===== config.mk =====
export PLATFORM = sky130hd
export DESIGN_NAME = axis_fifo_sync_pkt
export DESIGN_NICKNAME = d
export VERILOG_FILES = /design/src/rtl/axis_fifo_sync_pkt.sv
export SDC_FILE = /design/constraint.sdc
export NUM_CORES = 1
export LEC_CHECK = 0
export BUFFER_PORTS_ARGS = -buffer_cell sky130_fd_sc_hd__buf_2
export CORE_MARGIN = 1
export CORE_UTILIZATION = 35
export CTS_BUF_LIST = sky130_fd_sc_hd__clkbuf_4 sky130_fd_sc_hd__clkbuf_8
export DETAILED_ROUTE_END_ITERATION = 10
export GPL_ROUTABILITY_DRIVEN = 0
export PLACE_DENSITY = 0.5
export SLEW_MARGIN = 30
export SYNTH_ARGS = -nofsm -noshare
export SYNTH_HDL_FRONTEND = slang
export SYNTH_SLANG_ARGS = --single-unit

===== constraint.sdc =====
create_clock -name aclk -period 6.5 [get_ports aclk]
set_input_delay 0.325 -clock aclk [delete_from_list [all_inputs] [get_ports aclk]]
set_output_delay 0.325 -clock aclk [all_outputs]
set_load 0.005 [all_outputs]

===== src/rtl/axis_fifo_sync_pkt.sv =====
`default_nettype none
// ============================================================================
// axis_fifo_sync_pkt : single-clock AXI4-Stream FWFT FIFO with optional
// store-and-forward packet mode, forced cut-through and occupancy output.
// Revision: 1.0
// ============================================================================
module axis_fifo_sync_pkt #(
  parameter int    TDataWidth = 32,
  parameter int    TidWidth   = 8,
  parameter int    TdestWidth = 8,
  parameter int    FifoDepth  = 16,
  parameter string PacketMode = "no"
) (
  input  logic                          aclk,
  input  logic                          arstn,
  input  logic [TidWidth-1:0]           s_axis_tid,
  input  logic [TdestWidth-1:0]         s_axis_tdest,
  input  logic [TDataWidth-1:0]         s_axis_tdata,
  input  logic                          s_axis_tlast,
  input  logic                          s_axis_tvalid,
  output logic                          s_axis_tready,
  output logic [TidWidth-1:0]           m_axis_tid,
  output logic [TdestWidth-1:0]         m_axis_tdest,
  output logic [TDataWidth-1:0]         m_axis_tdata,
  output logic                          m_axis_tlast,
  output logic                          m_axis_tvalid,
  input  logic                          m_axis_tready,
  output logic [$clog2(FifoDepth):0]    occupancy,
  output logic                          oversize
);

  localparam int AddressWidth = $clog2(FifoDepth);
  localparam int PtrWidth     = AddressWidth + 1;
  localparam int BeatWidth    = TidWidth + TdestWidth + TDataWidth + 1;
  localparam bit IsPacket     = (PacketMode == "yes");
  localparam logic [PtrWidth-1:0] DepthVal = PtrWidth'(FifoDepth);

  typedef enum logic [0:0] {
    ST_STORE = 1'b0,
    ST_CUT   = 1'b1
  } state_e;

  logic [BeatWidth-1:0] mem_q [FifoDepth];
  logic [PtrWidth-1:0]  wr_ptr_q, wr_ptr_d;
  logic [PtrWidth-1:0]  rd_ptr_q, rd_ptr_d;
  logic [PtrWidth-1:0]  count_q, count_d;
  logic [PtrWidth-1:0]  pkt_cnt_q, pkt_cnt_d;
  state_e               state_q, state_d;
  logic                 tready_q;
  logic                 m_valid_q, m_valid_d;
  logic [BeatWidth-1:0] m_beat_q, m_beat_d;
  logic [BeatWidth-1:0] wr_beat;
  logic                 wr_en, rd_en, wr_last, rd_last, empty_d;

  assign wr_beat = {s_axis_tid, s_axis_tdest, s_axis_tdata, s_axis_tlast};
  assign wr_en   = s_axis_tvalid & tready_q;
  assign rd_en   = m_valid_q & m_axis_tready;
  assign wr_last = wr_en & s_axis_tlast;
  assign rd_last = rd_en & m_beat_q[0];

  always_comb begin
    wr_ptr_d  = wr_ptr_q + PtrWidth'(wr_en);
    rd_ptr_d  = rd_ptr_q + PtrWidth'(rd_en);
    empty_d   = (wr_ptr_d == rd_ptr_d);

    count_d = count_q;
    if (wr_en && !rd_en) begin
      count_d = count_q + PtrWidth'(1);
    end else if (!wr_en && rd_en) begin
      count_d = count_q - PtrWidth'(1);
    end

    pkt_cnt_d = pkt_cnt_q;
    if (wr_last && !rd_last) begin
      pkt_cnt_d = pkt_cnt_q + PtrWidth'(1);
    end else if (!wr_last && rd_last) begin
      pkt_cnt_d = pkt_cnt_q - PtrWidth'(1);
    end

    // Next head beat; bypass the write when it lands in the slot being exposed.
    m_beat_d = mem_q[rd_ptr_d[AddressWidth-1:0]];
    if (wr_en && (wr_ptr_q == rd_ptr_d)) begin
      m_beat_d = wr_beat;
    end

    m_valid_d = !empty_d &&
                (!IsPacket || (pkt_cnt_d != '0) || (state_d == ST_CUT));
  end

  // Cut-through is entered when the FIFO is full of an incomplete packet.
  always_comb begin
    state_d = state_q;
    if (IsPacket) begin
      case (state_q)
        ST_STORE: if ((count_d == DepthVal) && (pkt_cnt_d == '0)) state_d = ST_CUT;
        ST_CUT:   if (rd_last) state_d = ST_STORE;
        default:  state_d = ST_STORE;
      endcase
    end
  end

  always_ff @(posedge aclk or negedge arstn) begin
    if (!arstn) begin
      state_q <= ST_STORE;
    end else begin
      state_q <= state_d;
    end
  end

  always_ff @(posedge aclk or negedge arstn) begin
    if (!arstn) begin
      wr_ptr_q  <= '0;
      rd_ptr_q  <= '0;
      count_q   <= '0;
      pkt_cnt_q <= '0;
      tready_q  <= 1'b0;
      m_valid_q <= 1'b0;
      m_beat_q  <= '0;
    end else begin
      wr_ptr_q  <= wr_ptr_d;
      rd_ptr_q  <= rd_ptr_d;
      count_q   <= count_d;
      pkt_cnt_q <= pkt_cnt_d;
      tready_q  <= (count_d != DepthVal);
      m_valid_q <= m_valid_d;
      m_beat_q  <= m_beat_d;
    end
  end

  always_ff @(posedge aclk) begin
    if (wr_en) begin
      mem_q[wr_ptr_q[AddressWidth-1:0]] <= wr_beat;
    end
  end

  assign s_axis_tready = tready_q;
  assign m_axis_tvalid = m_valid_q;
  assign m_axis_tlast  = m_beat_q[0];
  assign m_axis_tdata  = m_beat_q[TDataWidth:1];
  assign m_axis_tdest  = m_beat_q[TDataWidth+TdestWidth:TDataWidth+1];
  assign m_axis_tid    = m_beat_q[BeatWidth-1 -: TidWidth];
  assign occupancy     = count_q;
  assign oversize      = (state_q == ST_CUT);

endmodule
`default_nettype wire


==> metrics <==
outcome completed; Avg Synthesized Cell Area 23.38 um2; critical path's largest stage delay 0.74 ns; Crit Path Max Fanout 38; Starting Density 0.3545; Placeable Area 0.09208 mm2; Synth cell types 34; share of the synthesized area in the top cell type 0.7213; P_leak 12.90 nW; top cells by area, synth edfxtp_1, mux4_2, dfrtp_1, mux2i_1, mux2_2; CTS resizes 0; Seq pwr share 0.377; pin count of the biggest net entering global routing 146; setup ws final 2.468 ns; Primary FF master, synth edfxtp_1; DR vias 15120; Int Power 0.01288 W; cell area power density 486.7 mW/mm2; depth of the CTS H-tree 4; first-pass GRT wire length 110800 um; DP Worst Slack 2.296 ns; cell count after synthesis 1396; Yosys reg bits 850; post-route ant nets 0; top cell family by delay on the critical path buffers and inverters; switching fraction of total power 0.3083; Power Total 0.01863 W; EDFF count, synth 784; clock share of power 0.257; Die Span Y 307.4 um; layout cells sized above 1 0.3614; die boundary width 307.4 um; Clock Tree Buf Depth 3; clock slew at reported path FFs 0.06 ns; Final TNS setup 0 ns; Finished Cell Area 0.03828 mm2; FP Rows 111; HP Class in -> async; CTS root buf clkbuf_8; initial antenna violation count 6; Slowest-stage cell, CP buf_4; Seq/Total Area, Yosys 0.7718; fillers 8030; critical path required time 7.13 ns; period utilization 0.6203; Async S/R FF share, synth 0.07765; Num CTS Buffers 145; drt via density 4.992; max cap viols 0; TritonRoute pass-1 iters 4; total grt overflow 0; WL/cell 25.03 um; 1st-iter DRT viols 1033; Worst setup SP type flop; DRC viols 0; CP Cell Sequence nand2_1 > inv_1 > ha_4 > buf_4 > buf_4 > mux4_2 > mux2i_1 > mux2i_1 > mux2_2; Final HPWL DP 35980 um; maximum vdd ir drop 0.5837 mV; CP arrival 4.67 ns; commonest non-fill, non-tap cell in the layout edfxtp_1; Synth area leader edfxtp_1; setup violators final 0; skew final 0.02215 ns; total track usage 0.1641; vias in the first global route 16530; PortBufs 108; Max Clk Rate 0.2480 GHz; Final min period 4.032 ns; boundary pin count 110; Die ar. 0.09449 mm2; most frequent cells in the layout edfxtp_1, mux4_2, clkbuf_8; Mapped Area 0.03264 mm2; RSZ-0062 raised after global routing false; combinational share of power 0.366; Synth-to-Final Area Change 17.26%; Tightest Pin Transition 0.9785 ns; dpl cell area 0.03483 mm2; final cell count without fillers 3028; P_sw 0.005744 W; syn nets 1455; Yosys warnings 0; CP endpoint kind flop; # clock sinks 850; Inst Count DP 2711; Slew headroom 0.3466; CP Class reg -> reg; Nets 1725; worst skew pair latency 0.77 ns; Hold Vio Cnt, Final 0; Buffers & Inverters on Critical Path 3; CTS tree yes; drt total wl 75800 um; max-slew violations 0
repair_timing:
action                                 CTS  global route
hold buffers                            51             0
endpoints found under the hold margin  863             0
buffers inserted                         0             0
metal layers:
| layer | global-route usage | vias to the layer above | routed length, um |
|---|---|---|---|
| met2 | 0.2676 | 333 | 37210 |
| met4 | 0.05507 | 6 | 1444 |
| li1 | - | 6415 | - |
| met3 | 0.03104 | 120 | 3247 |
| met5 | 0 | - | 38 |
| met1 | 0.2211 | 8241 | 33860 |
state kept, by name, summed over array words and instances (netlist names):
name / count
s_axis_tready: 1
m_beat_q: 49
mem_q: 784
m_axis_tvalid: 1
wr_ptr_q: 5
occupancy: 5
rd_ptr_q: 5
per-stage QoR:
| step | hold slack [ns] | utilization |
|---|---|---|
| 2_1_floorplan | 0.02941 | - |
| 3_3_place_gp | 0.4190 | 0.3773 |
| 3_5_place_dp | 0.4076 | 0.3783 |
| 4_1_cts | 0.1158 | 0.4156 |
| 5_1_grt | 0.1880 | 0.4157 |
| 6_report | 0.1556 | 0.4157 |
cell families after synthesis:
kind of cell,synth area share
adder cells (fa/ha/maj),0.002300
other,0.0001149
XOR/XNOR,0.005865
AO/OA/AOI/OAI,0.001380
flip-flops,0.7718
multiplexers,0.1984
buffers and inverters,0.01368
AND/OR/NAND/NOR,0.006440
power groups by stage:
stage	Clock, W	Combinational [W]	Sequential [W]
after global routing	0.00515	0.00743	0.00708
after detailed placement	0	0.00699	0.00714
after CTS	0.00494	0.00704	0.00703
after global placement	0	0.00693	0.00712
after floorplan	0	0.00524	0.00705
final	0.00479	0.00682	0.00702
synth_stat cells (2+ instances only):
cell	count
buf_6	17
edfxtp_1	784
mux2i_1	147
nand2_1	7
mux4_2	196
mux2_2	39
dfrtp_1	66
nor2_1	15
nand2b_1	2
ha_1	6
xnor2_1	9
inv_1	6
a211oi_1	2
nor3_1	4
buf_2	24
mux2_4	10
buf_1	3
clkbuf_1	25
nand3_1	9
xor2_1	11
cell type report:
class,instances,area (um2),share of cell area
diodes,3,7.507,0.0001961
inverters,6,22.52,0.0005884
flip-flops and latches,850,25190,0.6582
multi-input cells,470,7184,0.1877
well taps,1243,1555,0.04063
repair buffers,193,1391,0.03635
clock buffers,212,2586,0.06757
clock inverters,51,335.3,0.008760
worst paths after layout:
| path | startpoint | end | slack (ns) | cells past startpoint |
|---|---|---|---|---|
| worst min register to register | occupancy[4] | occupancy[4] | 0.50 | 1 |
| min in group aclk | s_axis_tvalid | occupancy[2] | 0.24 | 5 |
| worst min-delay path | arstn | m_beat_q[8] | 0.16 | 2 |
| max in group asynchronous | arstn | m_beat_q[38] | 5.22 | 3 |
| worst max-delay path | m_axis_tvalid | m_beat_q[10] | 2.47 | 9 |
| worst max register to register | m_axis_tvalid | m_beat_q[10] | 2.47 | 9 |
Note: power is estimated with default switching activity, not from simulation.
